`src/rtl/splitter4_fixed_if.sv`:
```
// rtl/splitter4_fixed_if.sv - sample/gain/output bundle for the four-way splitter
//
// Signals:
//   in           signed source sample, captured once per frame
//   gain1..gain4 unsigned Q0.GAINBITS target gain per channel
//   out1..out4   signed scaled channel samples
//   valid        one-cycle pulse when out1..out4 update
//   busy         high while a frame is being computed
// Modports: master drives in/gains and observes outputs; slave is the splitter.

interface splitter4_fixed_if #(
    parameter int BITSIZE  = 16,
    parameter int GAINBITS = 8
);
    logic signed [BITSIZE-1:0]  in;
    logic        [GAINBITS-1:0] gain1;
    logic        [GAINBITS-1:0] gain2;
    logic        [GAINBITS-1:0] gain3;
    logic        [GAINBITS-1:0] gain4;
    logic signed [BITSIZE-1:0]  out1;
    logic signed [BITSIZE-1:0]  out2;
    logic signed [BITSIZE-1:0]  out3;
    logic signed [BITSIZE-1:0]  out4;
    logic                       valid;
    logic                       busy;

    modport master (
        output in, gain1, gain2, gain3, gain4,
        input  out1, out2, out3, out4, valid, busy
    );

    modport slave (
        input  in, gain1, gain2, gain3, gain4,
        output out1, out2, out3, out4, valid, busy
    );
endinterface

```
`src/rtl/splitter4_fixed.sv`:
```
// rtl/splitter4_fixed.sv - one signed sample fanned out to four gain-scaled channels
//
// Ports:
//   bclk   bit clock (64 x lrclk), the only clock
//   reset  synchronous active-low reset
//   lrclk  frame clock, sampled as data; a rising edge starts a frame
//   bus    splitter4_fixed_if.slave: in, gain1..4, out1..4, valid, busy
// Optional feature: define SPLITTER_RAMP_EN to slew each channel's effective
// gain toward its target by at most RAMP_STEP per frame.
//
// One shared multiplier computes one channel per bclk. Timing from the cycle E
// in which the lrclk rising edge is seen: CALC in E+1..E+4, UPDATE in E+5,
// registered outputs and valid present in E+6.

module splitter4_fixed #(
    parameter int BITSIZE  = 16,
    parameter int GAINBITS = 8
`ifdef SPLITTER_RAMP_EN
    ,
    parameter int RAMP_STEP = 4
`endif
) (
    input  logic            bclk,
    input  logic            reset,
    input  logic            lrclk,
    splitter4_fixed_if.slave bus
);

    localparam int PW = BITSIZE + GAINBITS + 1;

    typedef enum logic [1:0] {
        IDLE,
        CALC,
        UPDATE
    } state_t;

    state_t state_q;
    state_t state_d;

    logic                       lrclk_d;
    logic                       frame_start;
    logic signed [BITSIZE-1:0]  sample_r;
    logic        [GAINBITS-1:0] gain_in  [4];
    logic        [GAINBITS-1:0] eff_gain [4];
    logic        [GAINBITS-1:0] eff_next [4];
    logic signed [BITSIZE-1:0]  stage    [4];
    logic signed [BITSIZE-1:0]  out_r    [4];
    logic        [1:0]          ch;
    logic                       valid_r;

    logic                       latch_en;
    logic                       calc_en;
    logic                       update_en;
    logic                       busy_c;

    logic        [GAINBITS-1:0] eff_sel;
    logic signed [PW-1:0]       mul_a;
    logic signed [PW-1:0]       mul_b;
    logic signed [PW-1:0]       prod;
    logic signed [BITSIZE-1:0]  stage_d;

    assign gain_in[0] = bus.gain1;
    assign gain_in[1] = bus.gain2;
    assign gain_in[2] = bus.gain3;
    assign gain_in[3] = bus.gain4;

    // lrclk_d resets high so an lrclk already high at reset release is not an edge.
    assign frame_start = lrclk & ~lrclk_d;

    // ------------------------------------------------------------------
    // Effective gain for the frame being latched
    // ------------------------------------------------------------------
`ifdef SPLITTER_RAMP_EN
    localparam logic [GAINBITS-1:0] STEP = GAINBITS'(RAMP_STEP);

    // Move cur toward tgt by at most STEP; lands exactly on tgt when close.
    function automatic logic [GAINBITS-1:0] ramp_toward(
        input logic [GAINBITS-1:0] cur,
        input logic [GAINBITS-1:0] tgt
    );
        logic [GAINBITS-1:0] diff;
        if (tgt >= cur) begin
            diff        = tgt - cur;
            ramp_toward = (diff > STEP) ? cur + STEP : tgt;
        end else begin
            diff        = cur - tgt;
            ramp_toward = (diff > STEP) ? cur - STEP : tgt;
        end
    endfunction
`endif

    always_comb begin
        for (int i = 0; i < 4; i++) begin
`ifdef SPLITTER_RAMP_EN
            eff_next[i] = ramp_toward(eff_gain[i], gain_in[i]);
`else
            eff_next[i] = gain_in[i];
`endif
        end
    end

    // ------------------------------------------------------------------
    // Shared multiplier: signed sample times zero-extended gain, then an
    // arithmetic shift by GAINBITS (floor toward -inf). |gain| < 1, so the
    // shifted product always fits back into BITSIZE bits.
    // ------------------------------------------------------------------
    assign eff_sel = eff_gain[ch];
    assign mul_a   = PW'(sample_r);
    assign mul_b   = $signed(PW'(eff_sel));
    assign prod    = mul_a * mul_b;
    assign stage_d = BITSIZE'(prod >>> GAINBITS);

    // ------------------------------------------------------------------
    // FSM
    // ------------------------------------------------------------------
    always_ff @(posedge bclk) begin
        if (!reset) begin
            state_q <= IDLE;
        end else begin
            state_q <= state_d;
        end
    end

    always_comb begin
        state_d   = state_q;
        latch_en  = 1'b0;
        calc_en   = 1'b0;
        update_en = 1'b0;
        busy_c    = 1'b0;
        case (state_q)
            IDLE: begin
                if (frame_start) begin
                    latch_en = 1'b1;
                    state_d  = CALC;
                end
            end
            CALC: begin
                busy_c  = 1'b1;
                calc_en = 1'b1;
                if (ch == 2'd3) begin
                    state_d = UPDATE;
                end
            end
            UPDATE: begin
                busy_c    = 1'b1;
                update_en = 1'b1;
                state_d   = IDLE;
            end
            default: begin
                state_d = IDLE;
            end
        endcase
    end

    // ------------------------------------------------------------------
    // Datapath registers
    // ------------------------------------------------------------------
    always_ff @(posedge bclk) begin
        if (!reset) begin
            lrclk_d  <= 1'b1;
            sample_r <= '0;
            ch       <= 2'd0;
            valid_r  <= 1'b0;
            for (int i = 0; i < 4; i++) begin
                eff_gain[i] <= '0;
                stage[i]    <= '0;
                out_r[i]    <= '0;
            end
        end else begin
            lrclk_d <= lrclk;
            valid_r <= update_en;

            if (latch_en) begin
                sample_r <= bus.in;
                ch       <= 2'd0;
                for (int i = 0; i < 4; i++) begin
                    eff_gain[i] <= eff_next[i];
                end
            end

            // ch wraps 3 -> 0 on the last channel, ready for the next frame.
            if (calc_en) begin
                stage[ch] <= stage_d;
                ch        <= ch + 2'd1;
            end

            if (update_en) begin
                for (int i = 0; i < 4; i++) begin
                    out_r[i] <= stage[i];
                end
            end
        end
    end

    assign bus.out1  = out_r[0];
    assign bus.out2  = out_r[1];
    assign bus.out3  = out_r[2];
    assign bus.out4  = out_r[3];
    assign bus.valid = valid_r;
    assign bus.busy  = busy_c;

endmodule
```
`src/flat_wrapper.sv`:
```
// flat-port wrapper written by rule: the top's interface ports become plain ports
module splitter4_fixed_flat 
#(
    parameter int BITSIZE  = 16,
    parameter int GAINBITS = 8

)
  (bclk, reset, lrclk, bus_in, bus_gain1, bus_gain2, bus_gain3, bus_gain4, bus_out1, bus_out2, bus_out3, bus_out4, bus_valid, bus_busy);
  splitter4_fixed_if #(.BITSIZE(BITSIZE), .GAINBITS(GAINBITS)) bus_i ();
  input  logic bclk;
  input  logic reset;
  input  logic lrclk;
  input wire logic [$bits(bus_i.in)-1:0] bus_in;
  input wire logic [$bits(bus_i.gain1)-1:0] bus_gain1;
  input wire logic [$bits(bus_i.gain2)-1:0] bus_gain2;
  input wire logic [$bits(bus_i.gain3)-1:0] bus_gain3;
  input wire logic [$bits(bus_i.gain4)-1:0] bus_gain4;
  output wire logic [$bits(bus_i.out1)-1:0] bus_out1;
  output wire logic [$bits(bus_i.out2)-1:0] bus_out2;
  output wire logic [$bits(bus_i.out3)-1:0] bus_out3;
  output wire logic [$bits(bus_i.out4)-1:0] bus_out4;
  output wire logic [$bits(bus_i.valid)-1:0] bus_valid;
  output wire logic [$bits(bus_i.busy)-1:0] bus_busy;
  assign bus_i.in = bus_in;
  assign bus_i.gain1 = bus_gain1;
  assign bus_i.gain2 = bus_gain2;
  assign bus_i.gain3 = bus_gain3;
  assign bus_i.gain4 = bus_gain4;
  assign bus_out1 = bus_i.out1;
  assign bus_out2 = bus_i.out2;
  assign bus_out3 = bus_i.out3;
  assign bus_out4 = bus_i.out4;
  assign bus_valid = bus_i.valid;
  assign bus_busy = bus_i.busy;
  splitter4_fixed #(.BITSIZE(BITSIZE), .GAINBITS(GAINBITS)) u_core (.bclk(bclk), .reset(reset), .lrclk(lrclk), .bus(bus_i));
endmodule
```
`config.mk`:
```
export PLATFORM = sky130hd
export DESIGN_NAME = splitter4_fixed_flat
export DESIGN_NICKNAME = d
export VERILOG_FILES = /design/src/rtl/splitter4_fixed_if.sv /design/src/rtl/splitter4_fixed.sv /design/src/flat_wrapper.sv
export SDC_FILE = /design/constraint.sdc
export NUM_CORES = 1
export LEC_CHECK = 0
export CELL_PAD_IN_SITES_DETAIL_PLACEMENT = 0
export CELL_PAD_IN_SITES_GLOBAL_PLACEMENT = 1
export CORE_AREA = 3 3 112 222
export CTS_CLUSTER_DIAMETER = 30
export DETAILED_ROUTE_END_ITERATION = 8
export DIE_AREA = 0 0 115 225
export GPL_ROUTABILITY_DRIVEN = 0
export PLACE_DENSITY = 0.91
export SETUP_SLACK_MARGIN = 0.02
export SLEW_MARGIN = 20
export SYNTH_ARGS = -nofsm -noshare
export SYNTH_HDL_FRONTEND = slang
export SYNTH_SLANG_ARGS = --single-unit
export TNS_END_PERCENT = 1
```
`constraint.sdc`:
```
create_clock -name bclk -period 8.7 [get_ports bclk]
set_input_delay 0.87 -clock bclk [delete_from_list [all_inputs] [get_ports bclk]]
set_output_delay 0.87 -clock bclk [all_outputs]
set_load 0.02 [all_outputs]
```
Word level (Yosys, flattened, before mapping)
Memory sizes are Yosys's and may differ from the RTL's. A register that Yosys moved wholly into a read port is not among the register bits.
Index checks and enable logic that the tools add are counted.
- register bits: 22
- RAM bits: 160
- input port bits: 51
- output and inout port bits: 66
- memories kept: 3
- add/sub/neg operators: 1
- multipliers: 1
- eq/ne operators: 5
- mux-type cells: 33
- bitwise logic cells: 10
- reductions and logical operators: 5
- memories (memory ; depth ; width ; read ports ; clocked after memory_dff ; wr ports ; RTL line ; source):
    u_core.out_r ; 4 ; 16 ; 4 ; 0 ; 4 ; splitter4_fixed.sv:47 ; logic signed [BITSIZE-1:0] out_r [4];
    u_core.stage ; 4 ; 16 ; 4 ; 0 ; 4 ; splitter4_fixed.sv:46 ; logic signed [BITSIZE-1:0] stage [4];
    u_core.eff_gain ; 4 ; 8 ; 1 ; 1 ; 4 ; splitter4_fixed.sv:44 ; logic [GAINBITS-1:0] eff_gain [4];
- operator list (operator ; count):
    16-bit 2-to-1 mux ; 5
    8-bit 2-to-1 mux ; 4
    16-bit by 9-bit multiplier with 24-bit output ; 1
    1-bit 2-to-1 mux ; 16
    16-bit OR reduction ; 1
    2-bit 2-to-1 mux ; 7
    1-bit bitwise OR ; 8
    2-bit equality test (second input constant) ; 2
    2-bit by 1-bit inequality test with 1-bit output (second input constant) ; 2
    2-bit one-hot mux with 2 select lines ; 1
    2-bit by 1-bit adder with 2-bit output (second input constant) ; 1
    2-bit by 1-bit equality test with 1-bit output (second input constant) ; 1
    2-bit logical NOT ; 1
    2-bit AND reduction ; 1
    2-bit nonzero test ; 1
    2-bit OR reduction ; 1
    1-bit bitwise AND ; 1
    1-bit inverter ; 1

Logic depth before layout (Yosys ltp)
Gate-level depths: netlist (run 1).
- depth in word-level cells: 8
- gate-level depth with buffers: 21

Worst setup path after synthesis (run 1)
No wires, ideal clock.
- path type: reg2reg
- start: register with a tool-made name
- end: memory u_core.stage[1][15], data pin
- setup time: 0.266 ns
- data arrival time: 5.013 ns
- path slack: 3.420 ns
- cell stages (with the launch flop): 20
- buffers on the path: 3
- period minus slack after synthesis: 5.280 ns
- cells stage by stage: dfxtp_1 > buf_6 > mux4_2 > clkbuf_1 > nand2_1 > fa_1 > fa_1 > inv_1 > fa_1 > inv_1 > fa_1 > inv_1 > ha_1 > clkbuf_1 > and3_1 > and3_1 > nor3b_1 > nand2b_1 > o221ai_1 > nor2_1
- RTL lines (item ; RTL line):
    end: declaration ; splitter4_fixed.sv:46

==> results of run 1 <==
-- cells in the mapped netlist, types with 2 or more instances --
| cell type | number | area [sq um] |
|---|---|---|
| nand4_1 | 4 | 25.0 |
| and3_1 | 75 | 469 |
| xor2_1 | 5 | 43.8 |
| edfxtp_1 | 160 | 4800 |
| o21a_1 | 4 | 30.0 |
| o21bai_1 | 2 | 15.0 |
| dfxtp_1 | 24 | 480 |
| mux4_2 | 5 | 113 |
| nand2b_1 | 5 | 31.3 |
| nor3_1 | 6 | 30.0 |
| mux4_1 | 3 | 78.8 |
| a21o_1 | 6 | 45.0 |
| and4_1 | 2 | 17.5 |
| nor3b_1 | 9 | 67.6 |
| xnor2_1 | 12 | 105 |
| fa_1 | 99 | 1980 |
| o221ai_1 | 2 | 17.5 |
| nor2_1 | 50 | 188 |
| a22o_1 | 16 | 140 |
| buf_1 | 12 | 45.0 |
| o31ai_1 | 6 | 45.0 |
| a31oi_1 | 3 | 18.8 |
| ha_1 | 47 | 588 |
| nand3_1 | 3 | 15.0 |
| nand2_1 | 97 | 364 |
| buf_2 | 2 | 10.0 |
| o21ai_0 | 18 | 90.1 |
| or3_1 | 2 | 12.5 |
| clkbuf_1 | 45 | 169 |
| nor4b_1 | 3 | 26.3 |
| a211oi_1 | 3 | 22.5 |
| a21oi_1 | 20 | 100 |
| inv_1 | 147 | 552 |
| a211o_1 | 2 | 17.5 |
| and2_1 | 91 | 569 |
| nor2b_1 | 4 | 25.0 |
-- cells by family after synthesis --
logic type      count (synthesis)  share of synthesized area
simple gates                  358                      0.166
buf+inv                       208                     0.0680
flops                         184                      0.454
fa+ha+maj                     146                      0.221
compound gates                 97                     0.0615
xor+xnor                       17                     0.0128
mux                             8                     0.0164
-- layer usage --
layer	vias to the layer above	wire, um	track usage
li1	3557	-	-
met1	3608	7960	0.184
met2	201	14100	0.386
met3	71	769	0.0309
met4	0	1510	0.124
met5	-	0	0
-- layout make-up --
cell class / count / area [sq um] / area share
Multi-Input combinational cell: 626 / 5570 / 0.411
Tap cell: 283 / 354 / 0.0262
Clock buffer: 19 / 433 / 0.0320
Inverter: 147 / 552 / 0.0408
Sequential cell: 184 / 5290 / 0.390
Timing Repair Buffer: 123 / 1210 / 0.0893
Clock inverter: 12 / 138 / 0.0102
-- power groups by stage --
stage | Sequential (mW) | Combinational, mW | Clock, mW
global placement | 1.03 | 0.221 | 0
global route | 1.01 | 0.248 | 0.810
CTS | 1.01 | 0.226 | 0.775
floorplan | 1.03 | 0.131 | 0
detailed placement | 1.03 | 0.226 | 0
finish | 1.01 | 0.223 | 0.761
-- flip-flops by register name, indices dropped and copies added, names as in the netlist, named ones only --
name	cells
u_core.sample_r	16
u_core.bus.valid	1
u_core.stage	64
u_core.lrclk_d	1
u_core.eff_gain	32
u_core.ch	2
u_core.out_r	64
u_core.state_q	2
-- critical path, stage by stage, from the launching register on --
cell      delay (ps)
dfxtp_1          620
mux4_1           890
and2_1           300
fa_1             410
fa_1             480
fa_1             550
inv_1             50
fa_1             520
inv_1             40
ha_1             350
and3_1           240
and4_1           240
a221oi_4         390
o31ai_1          150
xnor2_1          610
nor2_1           130
-- final timing paths --
path	startpoint	to	slack [ps]	depth (start not counted)
min	u_core.state_q[1]$_SDFFE_PN0P_	u_core.state_q[1]$_SDFFE_PN0P_	520	2
min reg2reg	u_core.state_q[1]$_SDFFE_PN0P_	u_core.state_q[1]$_SDFFE_PN0P_	520	2
max reg2reg	flip-flop	u_core.stage[2][10]$_SDFFCE_PN0P_	2440	15
max	flip-flop	u_core.stage[2][10]$_SDFFCE_PN0P_	2440	15
==> impl_metrics.py, run 1 <==
metrics = {
    "status": {
        "status": "completed",
    },
    "clocking": {
        "cts-resized-gates": 0,
        "hold_buffers": 0,
        "clk_latency_ps": 450,
        "cts-root-buf": "clkbuf_16",
        "clk_pin_slew_ps": 70,
        "numCtsBuffers": 17,
        "cts_tree": "built",
        "clock_sinks": 184,
        "htreeDepth": 4,
        "cts_setup_buffers": 0,
        "ctsLongestPathBuffers": 2,
    },
    "sta": {
        "layout_setup_ws_ps": 2440,
        "relSlewSlack": 0.499,
        "finalMaxSlewViolations": 0,
        "period_share": 0.720,
        "max_slew.worst_pin.slew_ps": 746,
        "setup_viol": 0,
        "rsz0062_at_grt": "false",
        "hold_ws_ps": 517,
        "final-hold-violation-count": 0,
        "max_clock_freq_mhz": 160,
        "skew_ps": 10.9,
        "finalCriticalPeriod_ps": 6260,
        "setup_tns_ps": 0,
    },
    "floorplanning": {
        "start_util": 0.499,
        "core_area_sq_um": 23300,
        "die-area_sq_um": 25900,
        "num_rows": 79,
        "io_pins": 117,
        "die_h_um": 225,
        "fp.dieW_um": 115,
    },
    "worst_hold_path": {
        "min_path_type": "flip-flop to flip-flop",
    },
    "route": {
        "vias": 7437,
        "drt_iter0_markers": 311,
        "ant_nets": 0,
        "dr.pass1.iters": 4,
        "drt-wirelength-per-cell_um": 17.5,
        "wirelength_um": 24400,
        "vias_per_cell": 5.34,
        "drc_errors": 0,
    },
    "worst_setup_path": {
        "cp_max_fo": 16,
        "worst_setup_path_end_kind": "flip-flop",
        "cp-start-kind": "flip-flop",
        "critPathArrivalTime_ps": 6430,
        "critPathRequiredTime_ps": 8870,
        "critPathKind": "flip-flop to flip-flop",
    },
    "final_layout": {
        "final_cell_mix": "160 x edfxtp_1, 146 x inv_1, 115 x clkdlybuf4s50_1, 99 x fa_1, 97 x nand2_1",
        "nNetsFinal": 1296,
        "drive_gt1_frac": 0.0495,
        "num-fill-cells": 1921,
        "design_area_sq_um": 13500,
        "syn_to_final_growth_pct": 16.3,
        "layout_commonest_cell": "edfxtp_1",
        "diodes": 0,
        "fin_util": 0.580,
        "fin_cells": 1394,
    },
    "global_routing": {
        "grt-ovfl-total": 0,
        "grt_max_degree": 76,
        "grt_usage": 0.198,
        "grt_pass1_vias": 7667,
        "grt_pass1_wl_um": 39000,
        "antenna_found_initial": 0,
    },
    "logic_synthesis": {
        "synthFlopType": "edfxtp_1",
        "netlist_area_sq_um": 11600,
        "ys_async_sr_fraction": 0,
        "synth-seq-cells": 184,
        "avgSynthCellArea_sq_um": 11.4,
        "synth_cell_types": 60,
        "synth_warnings": 0,
        "synth_edf_count": 160,
        "synthCells": 1018,
        "synth_nets": 1215,
        "ys_seq_area_frac": 0.454,
    },
    "power_and_ir_drop": {
        "totalPowerFinal_mw": 1.99,
        "clkPwrFrac": 0.382,
        "p_switching_mw": 0.490,
        "p_int_mw": 1.50,
        "combPwrFrac": 0.112,
        "vdd_ir_drop_max_v": 0.000107,
        "p_sw_frac": 0.246,
        "p_leak_nw": 5.93,
        "p_per_area_nw_per_um2": 147,
        "share_seq_of_total_power": 0.506,
    },
    "placed_design": {
        "dpl.hpwl_um": 19900,
        "placed_cells": 1363,
        "place_ws_ps": 2410,
        "postPlaceCellArea_sq_um": 13000,
        "place.port_buffers": 116,
    },
    "run": {
        "max-cap-violations": 0,
    },
}
(Power assumes the default switching activity.)
==> run 2, diff against run 1 <==
--- a/config.mk
+++ b/config.mk
@@ -7,12 +7,12 @@
 export LEC_CHECK = 0
 export CELL_PAD_IN_SITES_DETAIL_PLACEMENT = 0
 export CELL_PAD_IN_SITES_GLOBAL_PLACEMENT = 1
-export CORE_AREA = 3 3 112 222
+export CORE_AREA = 3 3 116 229
 export CTS_CLUSTER_DIAMETER = 30
 export DETAILED_ROUTE_END_ITERATION = 8
-export DIE_AREA = 0 0 115 225
+export DIE_AREA = 0 0 119 232
 export GPL_ROUTABILITY_DRIVEN = 0
-export PLACE_DENSITY = 0.91
+export PLACE_DENSITY = 0.86
 export SETUP_SLACK_MARGIN = 0.02
 export SLEW_MARGIN = 20
 export SYNTH_ARGS = -nofsm -noshare
==> constraint.sdc (replaced) <==
create_clock -name bclk -period 6.4 [get_ports bclk]
set_input_delay 0.64 -clock bclk [delete_from_list [all_inputs] [get_ports bclk]]
set_output_delay 0.64 -clock bclk [all_outputs]
set_load 0.02 [all_outputs]
==> run 2 against run 1 <==
Worst hold slack improved by 13 ps; critical endpoint is now u_core.stage[0][6]$_SDFFCE_PN0P_; clock power grew 28%; register-to-register slack worse by 2000 ps; maximum frequency grew 5.0%; clock-buffer cell count decreased by 1; sequential power rose by 36%; clock skew is 1.1 ps higher.
==> impl_metrics.py, run 2 (same netlist as run 1, synthesis figures left out) <==
metrics = {
    "route": {
        "vias": 7418,
        "drt_iter0_markers": 267,
        "ant_nets": 0,
        "wirelength_um": 24200,
        "drt-wirelength-per-cell_um": 16.6,
        "vias_per_cell": 5.10,
        "dr.pass1.iters": 5,
        "drc_errors": 0,
    },
    "sta": {
        "final-hold-violation-count": 0,
        "rsz0062_at_grt": "false",
        "finalCriticalPeriod_ps": 5960,
        "skew_ps": 12.0,
        "max_clock_freq_mhz": 168,
        "period_share": 0.932,
        "setup_tns_ps": 0,
        "relSlewSlack": 0.517,
        "setup_viol": 0,
        "finalMaxSlewViolations": 0,
        "max_slew.worst_pin.slew_ps": 722,
    },
    "worst_setup_path": {
        "critPathRequiredTime_ps": 6580,
        "critPathKind": "flip-flop to flip-flop",
        "rr_worst_depth": 15,
        "max_stage_delay_ps": 870,
        "crit_cells": 15,
        "crit_top_cell": "fa_1",
        "crit_path_cell_trace": "mux4_1 -> and2_1 -> fa_1 -> fa_1 -> fa_1 -> inv_1 -> fa_1 -> inv_1 -> ha_1 -> and3_1 -> and4_1 -> a221oi_4 -> o21bai_1 -> xnor2_2 -> nor2_1",
        "cp_max_fo": 16,
        "cp-start-kind": "flip-flop",
        "cp_num_buf_inv": 2,
        "crit_family": "adder cells",
        "crit_path_top_delay_cell": "mux4_1",
        "critPathArrivalTime_ps": 6140,
        "worst_setup_path_end_kind": "flip-flop",
    },
    "global_routing": {
        "grt_pass1_vias": 7760,
        "top_usage_layer": "met2",
        "grt-ovfl-total": 0,
        "grt_pass1_wl_um": 39600,
        "grt_max_degree": 76,
        "grt_usage": 0.187,
        "antenna_found_initial": 0,
        "grtUsageMet3": 0.0334,
        "use_met1": 0.167,
        "use_met2": 0.363,
    },
    "final_layout": {
        "diodes": 0,
        "layout_commonest_cell": "edfxtp_1",
        "nNetsFinal": 1303,
        "syn_to_final_growth_pct": 17.2,
        "reg_top3": "u_core.out_r: 64 flops, u_core.stage: 64 flops, u_core.eff_gain: 32 flops",
        "design_area_sq_um": 13600,
        "fin_cells": 1455,
        "final_cell_mix": "160 x edfxtp_1, 146 x inv_1, 115 x clkdlybuf4s50_1, 99 x fa_1, 97 x nand2_1",
        "drive_gt1_frac": 0.0599,
        "fin_util": 0.543,
    },
    "floorplanning": {
        "fp.dieW_um": 119,
        "num_rows": 82,
        "start_util": 0.463,
        "io_pins": 117,
        "core_area_sq_um": 25100,
        "die-area_sq_um": 27600,
        "die_h_um": 232,
    },
    "clocking": {
        "htreeDepth": 4,
        "cts_tree": "built",
        "clock_sinks": 184,
        "cts-root-buf": "clkbuf_16",
        "ctsLongestPathBuffers": 2,
        "numCtsBuffers": 17,
        "clk_pin_slew_ps": 70,
        "clk_latency_ps": 450,
    },
    "run": {
        "max-cap-violations": 0,
    },
    "status": {
        "status": "completed",
    },
    "worst_hold_path": {
        "whs_path_depth": 2,
        "min_path_type": "flip-flop to flip-flop",
    },
    "placed_design": {
        "postPlaceCellArea_sq_um": 13100,
        "place.port_buffers": 116,
        "placed_cells": 1423,
        "dpl.hpwl_um": 19600,
    },
    "power_and_ir_drop": {
        "p_leak_nw": 5.95,
        "p_per_area_nw_per_um2": 195,
        "totalPowerFinal_mw": 2.65,
        "vdd_ir_drop_max_v": 0.000203,
    },
}
## run 2: layer usage
| metal | part of all wire | vias to the layer above |
|---|---|---|
| met5 | 0 | - |
| met1 | 0.32 | 3599 |
| met3 | 0.030 | 75 |
| li1 | - | 3559 |
| met2 | 0.58 | 185 |
| met4 | 0.071 | 0 |
## run 2: worst paths after layout
check / from / to / slack [ps]
setup / recovery: flip-flop / u_core.stage[0][6]$_SDFFCE_PN0P_ / 440
hold / removal: u_core.state_q[1]$_SDFFE_PN0P_ / u_core.state_q[1]$_SDFFE_PN0P_ / 530
setup reg to reg: flip-flop / u_core.stage[0][6]$_SDFFCE_PN0P_ / 440
hold reg to reg: u_core.state_q[1]$_SDFFE_PN0P_ / u_core.state_q[1]$_SDFFE_PN0P_ / 530
## run 2: repair_timing
action,CTS,global route
hold buffers,0,0
buffers inserted,0,0
endpoints found under the setup margin,0,13
endpoints found under the hold margin,0,0
resized for setup,0,4
## run 2: per-stage QoR
step,hold slack [ps],worst slack [ps]
after floorplan,474,1120
after global placement,508,111
after detailed placement,524,48.9
after CTS,533,52.6
after global routing,568,141
final,530,437
## run 2: layout make-up
type | count | area [sq um]
clock buffer | 18 | 429
clock inverter | 14 | 113
fill | 2160 | 11500
inverter | 147 | 552
multi-input combinational | 626 | 5580
sequential | 184 | 5290
tap | 336 | 420
timing repair buffer | 130 | 1260
## run 2: worst reg2reg max path, delay by kind of cell, from the launching register on
kind	cells	cell delay (ps)
muxes	1	870
xor gates and xnor gates	1	390
AOI/OAI and AO/OA	2	600
and+or+nand+nor	4	910
buffers and inverters	2	100
adders and majority gates	5	2330
DFF	1	490
## run 2: report_power, final
| group | total, mW | switching, mW | internal, mW |
|---|---|---|---|
| Combinational | 0.310 | 0.186 | 0.124 |
| Sequential | 1.37 | 0.0256 | 1.35 |
| Clock | 0.971 | 0.467 | 0.505 |
==> run 3, diff against run 2 <==
--- a/config.mk
+++ b/config.mk
@@ -13,7 +13,7 @@
 export DIE_AREA = 0 0 119 232
 export GPL_ROUTABILITY_DRIVEN = 0
 export PLACE_DENSITY = 0.86
-export SETUP_SLACK_MARGIN = 0.02
+export SETUP_SLACK_MARGIN = 0.05
 export SLEW_MARGIN = 20
 export SYNTH_ARGS = -nofsm -noshare
 export SYNTH_HDL_FRONTEND = slang
==> results of run 3 <==
Final layout, timing and power as in run 2 (identical DEF).
